`config.mk`:
```
export PLATFORM = sky130hd
export DESIGN_NAME = chia8bit_seq
export DESIGN_NICKNAME = d
export VERILOG_FILES = /design/src/rtl/chia8bit_seq.sv
export SDC_FILE = /design/constraint.sdc
export NUM_CORES = 1
export LEC_CHECK = 0
export BUFFER_PORTS_ARGS = -buffer_cell sky130_fd_sc_hd__buf_2
export CAP_MARGIN = 10
export CORE_UTILIZATION = 58
export DETAILED_ROUTE_END_ITERATION = 6
export PLACE_DENSITY = 0.82
export SLEW_MARGIN = 10
export SYNTH_ARGS = -nofsm -noshare
export SYNTH_HDL_FRONTEND = slang
export SYNTH_SLANG_ARGS = --single-unit
export TNS_END_PERCENT = 30
```
`constraint.sdc`:
```
create_clock -name clk -period 3.8 [get_ports clk]
set_clock_uncertainty 0.15 [all_clocks]
set_input_delay 0.19 -clock clk [delete_from_list [all_inputs] [get_ports clk]]
set_output_delay 0.19 -clock clk [all_outputs]
set_load 0.03 [all_outputs]
```
`src/rtl/chia8bit_seq.sv`:
```
// Sequential restoring divider: DW-bit dividend / VW-bit divisor, one quotient bit per clock,
// with a start/busy/done handshake. Companion (inverse) of the 4x4 array multiplier.
module chia8bit_seq #(
  parameter int DW = 8,
  parameter int VW = 4
) (
  input  logic          clk,
  input  logic          rst_n,
  input  logic          start,
  input  logic [DW-1:0] dividend,
  input  logic [VW-1:0] divisor,
  output logic          busy,
  output logic          done,
  output logic          dz,
  output logic [DW-1:0] quotient,
  output logic [VW-1:0] remainder
);

  localparam int CW = $clog2(DW);

  typedef enum logic {
    IDLE,
    RUN
  } state_t;

  state_t        state;
  logic [CW-1:0] step;
  logic [DW-1:0] work;
  logic [VW-1:0] dvs;
  logic [VW-1:0] part;

  logic [VW:0]   shifted;
  logic          fits;
  logic [VW-1:0] part_next;

  // work shifts dividend bits out the top while quotient bits enter at the bottom.
  // The partial remainder is always below the divisor, so VW bits suffice between steps.
  always_comb begin
    shifted   = {part, work[DW-1]};
    fits      = (shifted >= {1'b0, dvs});
    part_next = fits ? (shifted[VW-1:0] - dvs) : shifted[VW-1:0];
  end

  always_ff @(posedge clk or negedge rst_n) begin
    if (!rst_n) begin
      state     <= IDLE;
      step      <= '0;
      work      <= '0;
      dvs       <= '0;
      part      <= '0;
      busy      <= 1'b0;
      done      <= 1'b0;
      dz        <= 1'b0;
      quotient  <= '0;
      remainder <= '0;
    end else begin
      done <= 1'b0;
      case (state)
        IDLE: begin
          if (start) begin
            work <= dividend;
            dvs  <= divisor;
            part <= '0;
            step <= '0;
            if (divisor != '0) begin
              state <= RUN;
              busy  <= 1'b1;
              dz    <= 1'b0;
            end else begin
              done      <= 1'b1;
              dz        <= 1'b1;
              quotient  <= '1;
              remainder <= dividend[VW-1:0];
            end
          end
        end
        RUN: begin
          work <= {work[DW-2:0], fits};
          part <= part_next;
          step <= step + CW'(1);
          if (step == CW'(DW - 1)) begin
            state     <= IDLE;
            busy      <= 1'b0;
            done      <= 1'b1;
            dz        <= 1'b0;
            quotient  <= {work[DW-2:0], fits};
            remainder <= part_next;
          end
        end
        default: state <= IDLE;
      endcase
    end
  end

endmodule

```
==> results.txt, run 1 <==
The placement-stage cell area is 0.00189 mm2. The first global-routing pass estimated 6420 um of wire. The setup slack after layout came out at 1710 ps. The worst setup timing slack at the placement stage is 1760 ps. The total count of hold-check failures in the final report is 0. The commonest cells after synthesis are sky130_fd_sc_hd__dfrtp_1 (35), sky130_fd_sc_hd__nand2_1 (15), sky130_fd_sc_hd__nor2_1 (13), sky130_fd_sc_hd__mux2i_1 (11), sky130_fd_sc_hd__nor2b_1 (10).

The number of violations reported at the end of detailed-routing iteration 0 came out at 71. The critical path data arrival time is 2190 ps. The distinct cell type count of the synthesized netlist is 38. The CTS tree is done. Routability-driven placement finished with a final weighted congestion of 0.850. Setup repair after global routing left no endpoint under its margin. The startpoint identified for the worst hold timing path is dividend[3].

The share of the core filled with cells in the final layout is 74.6%. The mean area per synthesized cell is 10.7 um2. The number of port buffers is 29.

Row generation in the floorplan step produced 19 rows. The number of DRC violations after detailed routing came out at 6. The min-delay analysis places its worst path in the category input port to register.

The total number of yosys warnings is 0. The net switching component of the power is 0.817 mW. The kind of end point of the critical path is a register.

Per report_power, the clock group accounts for 17.0% of the total. Dividing the detail-routed via count by the number of cells gives 5.80. The cell leakage power came out at 0.998 nW. The number of nets still failing antenna checks after routing is 0. Of all flip-flops after synthesis, the portion carrying an async set or reset was 100%. Entering global routing, the biggest net connects 39 pins.

Along the worst hold path, the cell count comes to 3. The initial core utilization is 61.8%. The largest individual stage delay along the critical path comes from the cell sky130_fd_sc_hd__dfrtp_1. In the synthesized netlist the dominant register cell turns out to be sky130_fd_sc_hd__dfrtp_1. The maximum achievable frequency came out at 479 MHz. The flip-flop and latch count after synthesis came out at 35.

In this run the critical register-to-register path is launched from part[1]. The placeable core area is 0.00281 mm2. The top-level port count came out at 30. The largest area contributor in the synthesized netlist is sky130_fd_sc_hd__dfrtp_1. The buffers inserted during post-CTS setup optimization came out at 0. The clock tree synthesis step divided the H-tree into 2 levels. The top-area cell type share of the netlist area came out at 50.5%.

The cell count after synthesis is 162. The floorplan die width is 56.7 um. At the worst endpoint, the required time is 3900 ps. Wires add up to 3780 um.

Of all nets on the critical path, the largest fanout is 4. Clock latency on the worst-skew pair, taken at its later pin, is 350 ps. The worst pin sits at a relative slew slack of 48.7%. The tree is rooted in a sky130_fd_sc_hd__clkbuf_4. The relative area change from synthesis to final layout is 20.6%.

The cell count after placement is 216. The number of buffers added to fix hold violations after cts came out at 10. The share of total power in combinational logic came out at 49.7%.

The TritonCTS sink count came out at 35. The floorplan step set the die height to 56.7 um. The number of global-route vias before repair came out at 1,351.

The multi-input combinational cell area came out at 786 um2. Across all hold checks on the routed design, the worst slack comes to 12.9 ps. The final period demand of the worst path is 2090 ps. The pre-antenna-repair detailed-routing pass consisted of 6 iterations. The total clock buffers created by CTS came out at 5. The part of the power in registers is 33.4%.

The total negative setup slack came out at 0 ps. The critical path goes through ha_1 -> a21o_1 -> a31oi_1 -> a211o_1 -> o311ai_1 -> a221o_1. The total vias in the final route is 1,358. The overall die area came out at 0.00321 mm2.

For this run, the register share of the synthesized area comes to 50.5%. Global routing used 8.29% of the available met3 tracks. The cell area power density is 938 mW/mm2.

The aggregate global routing overflow came out at 0. The HPWL after detailed placement is 2530 um. The met2 usage is 42.5%.

The final reports fail on design-rule violations. Across the run, the number of max-cap violations was 0. Sorting the synthesized cells by area gives the leading types as sky130_fd_sc_hd__dfrtp_1 (51%), sky130_fd_sc_hd__mux2i_1 (6.3%), sky130_fd_sc_hd__ha_1 (4.3%).

The total chip power is 1.96 mW. The worst voltage drop across the vdd grid came out at 504 uV. The actual slew at the worst max-slew pin is 770 ps. The clock transition at the registers of the reported paths is 110 ps. The final standard cell area without fillers is 0.00209 mm2. The max-slew violation total from the final report was 0. The repair_antennas step left the layout with diodes totalling 0. The number of antenna violations at the first check in global routing was 0.

The number of nets produced by synthesis came out at 184. Internal power comes to 1.15 mW. The post-cts gate resize count came out at 0.

The flow ran to the end, but the final reports show violations. Yosys instantiated no cell more often than sky130_fd_sc_hd__dfrtp_1. The path with the worst hold slack has its endpoint at work[3].

Leaving out filler cells and counting taps, the final layout contains 234. The worst register-to-register path has a depth of 6. The register-to-register setup slack is 1710 ps. The global-route met1 utilization came out at 35.6%.

The final net count is 224. After global routing, the most crowded layer is met2. After filler insertion, the fill cell instance count of the layout stands at 205. The count of flip-flops with a built-in enable after synthesis is 0. STA classifies the critical path startpoint as a register. Dividing the detail-routed wire length by the instance count gives 16.1 um. The switching portion of total power came out at 41.6%. The area of the mapped netlist is 0.00173 mm2.

The worst setup path is of the register to register kind. The reg-to-reg endpoint is remainder[3]. The maximum root-to-sink buffer count is 2.

Across every metal layer, demand over resource in global routing totals 27.2%. The fraction of the cycle the final worst path needs is 55.0%. The register cell area after layout is 876 um2.

The fraction of final layout cells with drive strength greater than 1 came out at 21.7%. Setup violations remaining at the end of the flow were counted as 0. The biggest cell delay along the critical path came out at 430 ps.
## critical path, delay by kind of cell, from the launching register on
family,cells,cell delay [ps]
compound gates,5,1060
fa+ha+maj,1,350
flops,1,430
## cell type report
type                            count  area share, %
Clock buffer                        6           1.97
Clock inverter                      2           2.87
Inverter                           10           1.79
Multi-Input combinational cell    110           37.6
Sequential cell                    35           41.9
Tap cell                           31           1.85
Timing Repair Buffer               40           12.1
## flip-flops by register name, summed over array words and instances, names as in the netlist
| signal | flops |
|---|---|
| quotient | 8 |
| work | 8 |
| dvs | 4 |
| part | 4 |
| remainder | 4 |
| step | 3 |
| busy | 1 |
| done | 1 |
| dz | 1 |
| state | 1 |
## per-layer routing
metal / vias to the layer above / wire length [um]
met3: 7 / 221
met5: - / 0
li1: 648 / -
met2: 50 / 1820
met4: 0 / 43
met1: 653 / 1690
## logic make-up (layout without fill, tap and decap cells)
| group | count (synthesis) | count (layout) | share of synthesized area, % |
|---|---|---|---|
| AND/OR/NAND/NOR | 48 | 48 | 14.7 |
| XOR/XNOR | 1 | 1 | 0.505 |
| flip-flops | 35 | 35 | 50.5 |
| buffers and inverters | 17 | 58 | 4.18 |
| AO/OA/AOI/OAI | 43 | 43 | 18.3 |
| adder cells (fa/ha/maj) | 7 | 7 | 5.48 |
| multiplexers | 11 | 11 | 6.35 |
## how the worst max path moves through the flow
stage / start / to / slack [ps] / cells after the start
after global routing: part[1] / remainder[3] / 1590 / 6
after detailed placement: part[1] / remainder[3] / 1760 / 6
final: part[1] / remainder[3] / 1710 / 6
after CTS: divisor[1] / remainder[0] / 1720 / 7
after global placement: part[1] / remainder[3] / 1810 / 6
after floorplan: work[7] / remainder[0] / 1930 / 7
## power by group through the flow
| stage | Sequential, mW | Clock, mW | Combinational [mW] |
|---|---|---|---|
| final | 0.655 | 0.333 | 0.974 |
| after global routing | 0.677 | 0.352 | 1.07 |
| after CTS | 0.652 | 0.338 | 0.980 |
| after detailed placement | 0.660 | 0 | 0.964 |
| after global placement | 0.651 | 0 | 0.920 |
| after floorplan | 0.770 | 0 | 0.609 |
## cells in the final DEF, fill, tap and decap left out, drive strengths merged, types with 2 or more instances in the layout
master	n
a22o	3
nor2	13
o22a	4
a221o	2
ha	6
o21ai	10
dlygate4sd3	10
clkbuf	6
inv	10
a211oi	5
o21bai	2
dfrtp	35
mux2i	11
a21o	3
bufinv	2
nor2b	10
a31oi	2
nand2b	3
buf	30
a21oi	7
nand2	16
nor3b	3
No activity file was read; power rests on OpenSTA's default activity.
==> inputs of run 2 (changes only) <==
--- a/config.mk
+++ b/config.mk
@@ -7,9 +7,9 @@
 export LEC_CHECK = 0
 export BUFFER_PORTS_ARGS = -buffer_cell sky130_fd_sc_hd__buf_2
 export CAP_MARGIN = 10
-export CORE_UTILIZATION = 58
+export CORE_UTILIZATION = 49
 export DETAILED_ROUTE_END_ITERATION = 6
-export PLACE_DENSITY = 0.82
+export PLACE_DENSITY = 0.74
 export SLEW_MARGIN = 10
 export SYNTH_ARGS = -nofsm -noshare
 export SYNTH_HDL_FRONTEND = slang
==> constraint.sdc (replaced) <==
create_clock -name clk -period 1.9 [get_ports clk]
set_clock_uncertainty 0.15 [all_clocks]
set_input_delay 0.095 -clock clk [delete_from_list [all_inputs] [get_ports clk]]
set_output_delay 0.095 -clock clk [all_outputs]
set_load 0.03 [all_outputs]
==> run 2 against run 1 <==
Net effect:
- final cell count rose by 15%
- critical path type unchanged
- non-clock buffer count up 20
- first-iteration DRC count down 8.5%
- the flow now finishes without violations
- critical endpoint is now part[3]
- highest routed layer unchanged
==> results.txt, run 2 (synthesis results as in run 1) <==
The per-cell routed wire length is 15.0 um. The combined global-route utilization of all metal layers is 23.8%. The launching point of the worst reg2reg path is work[7]. The CTS H-tree depth came out at 2. After detailed routing, the number of remaining DRC violations is 0.

The first-pass iteration count of the detailed router is 4. For this design, the slowest cell found on the critical path is sky130_fd_sc_hd__dfrtp_1. The number of cells on the worst reg-to-reg path is 8. The final net count came out at 244. The actual slew at the worst max-slew pin came out at 746 ps. The placeable core area came out at 0.00336 mm2. The die span in y came out at 61.5 um.

The total wire length after detailed routing came out at 4020 um. STA puts the critical path data required time at 2000 ps. Measured against its own limit, the worst slew margin works out to 50.3%. The worst hold path was traced through 4 stages. The critical path is of the register to register type.

The critical path data arrival time came out at 1990 ps. Leaving out fill and tap cells, the most frequent cells in the layout are sky130_fd_sc_hd__dfrtp_1 (35), sky130_fd_sc_hd__buf_2 (29), sky130_fd_sc_hd__buf_4 (18). After routing the design area is 0.00233 mm2. TritonCTS built the clock tree. For this design the ratio of total power to cell area is 1910 mW/mm2. For flop-to-flop paths, the worst setup slack is 1 ps. Setup slack closes at 1.39 ps. The TritonCTS sink count is 35. The number of core rows came out at 21. The largest registers in the layout are quotient: 8 flops, work: 8 flops. For this block, the initial DRC count from the detailed router was 65. The total chip power came out at 4.46 mW. The ratio of routed vias to standard cells is 5.34. 0 antenna diodes ended up in the layout.

The final estimated routing congestion in global placement came out at 0.789. The initial core utilization is 51.6%. Derived from the worst setup path, the maximum achievable clock frequency is 527 MHz. The endpoint identified for the worst register-to-register timing path is part[3]. Counting both buffers and inverters, the worst setup path holds a total of 2. The type of the worst min-delay path is input port to register. Buffers placed on the I/O ports in this run total 29. The number of antenna violations at the first check in global routing was 0. The clock root buffer master is sky130_fd_sc_hd__clkbuf_4. In this run the deepest clock path goes through 2 buffers. The relative area change from synthesis to final layout came out at 34.6%. The latest clock arrival within the worst-skew pair came out at 360 ps. STA classifies the critical path startpoint as a register. The number of global-route vias before repair is 1,371. In this run the most critical hold path is launched from divisor[1]. Setup repair after global routing could not meet its margin everywhere. Clock-pin slew was measured on the worst setup and hold paths at 110 ps.

Walking the worst path, the cells encountered are inv_2 -> ha_4 -> nor3b_2 -> o21bai_2 -> o211ai_1 -> o311ai_2 -> buf_4 -> a22o_1. The detailed router placed 1,437 vias in this run. The floorplan die width came out at 61.5 um.

The total clock buffers created by CTS came out at 5. The global-route wire length before repair is 6330 um. The top-level port count is 30. The total count of hold-check failures in the final report is 0.

The worst setup timing slack at the placement stage is -87.3 ps. The number of nets still failing antenna checks after routing is 0. The worst setup path is captured at a register. The HPWL after detailed placement is 2740 um. Of the cells placed in the final design, the portion with a size suffix greater than 1 is 32.7%.

The biggest cell delay along the critical path is 390 ps. The final-report setup violation count is 0. Along the worst path, the maximum fanout reaches 3. The library cell used most frequently in the layout, excluding fill and tap cells, is sky130_fd_sc_hd__dfrtp_1. The final period demand of the worst path came out at 1900 ps. The worst voltage drop across the vdd grid came out at 934 uV. The max-slew violation total from the final report was 0.

The die covers 0.00378 mm2. The run finished with clean final reports. Of the available clock period, the critical path in the final layout requires 99.9%. The largest net degree at the start of global routing came out at 36. The count of maximum capacitance violations is 0. The placement-stage cell area is 0.00199 mm2. The aggregate global routing overflow is 0.

The kind of cell adding the most delay to the critical path is compound AO/OA/AOI/OAI gates. For this design the static power due to leakage is 1.10 nW. The end of the worst hold path is dz.
-- run 2: cell types whose count changed in the layout (fill, tap and decap cells not counted), sizes merged --
cell and delta:
buf +17, dlygate4sd3 +3, clkbuf -1, clkinvlp +1
-- run 2: area by class of cell --
| cell class | instances | area [um2] |
|---|---|---|
| clock buffer | 5 | 37.5 |
| timing repair buffer | 60 | 410 |
| multi-input combinational | 110 | 848 |
| clock inverter | 3 | 67.6 |
| fill | 271 | 1030 |
| tap | 46 | 57.6 |
| sequential | 35 | 876 |
| inverter | 10 | 37.5 |
-- run 2: routing by layer --
layer / GRT usage [%] / share of wire [%]
met4: 7.62 / 1.4
met1: 29.0 / 44
met2: 40.6 / 51
met3: 6.93 / 3.7
met5: 0 / 0
-- run 2: tightest hold or removal path: stages --
cell                      delay [ps]
sky130_fd_sc_hd__buf_2           120
sky130_fd_sc_hd__nor4_4           60
sky130_fd_sc_hd__mux2i_1         140
sky130_fd_sc_hd__o21ai_0          80
-- run 2: power breakdown --
| part | total [mW] | internal, mW | switching [mW] |
|---|---|---|---|
| clock | 0.669 | 0.409 | 0.260 |
| combinational | 2.46 | 1.15 | 1.31 |
| sequential | 1.33 | 1.10 | 0.229 |
| total | 4.46 | 2.66 | 1.80 |
-- run 2: worst max-delay path by stage --
| stage | from | end | cells past startpoint |
|---|---|---|---|
| detailed placement | part[1] | remainder[3] | 6 |
| finish | work[7] | part[3] | 8 |
| CTS | dvs[1] | remainder[3] | 7 |
| floorplan | work[7] | remainder[0] | 7 |
| global placement | work[7] | remainder[1] | 7 |
| global route | dvs[2] | remainder[3] | 7 |
-- run 2: stage by stage --
stage               hold slack (ps)  cells  utilization (%)  setup TNS (ps)
global placement               47.0    242             59.2           -79.0
floorplan                      -351    162                -               0
global route                   68.5    269             69.4            -142
detailed placement             62.5    242             59.2            -293
finish                         27.9    269             69.4               0
CTS                            26.1    265             68.4               0
-- run 2: timing repair --
| item | 4_1_cts | 5_1_grt |
|---|---|---|
| pin swaps | 7 | 6 |
| endpoints found under the hold margin | 50 | 0 |
| hold buffers | 13 | 0 |
| gates resized for setup | 9 | 2 |
| endpoints found under the setup margin | 6 | 6 |
| buffers inserted | 2 | 4 |
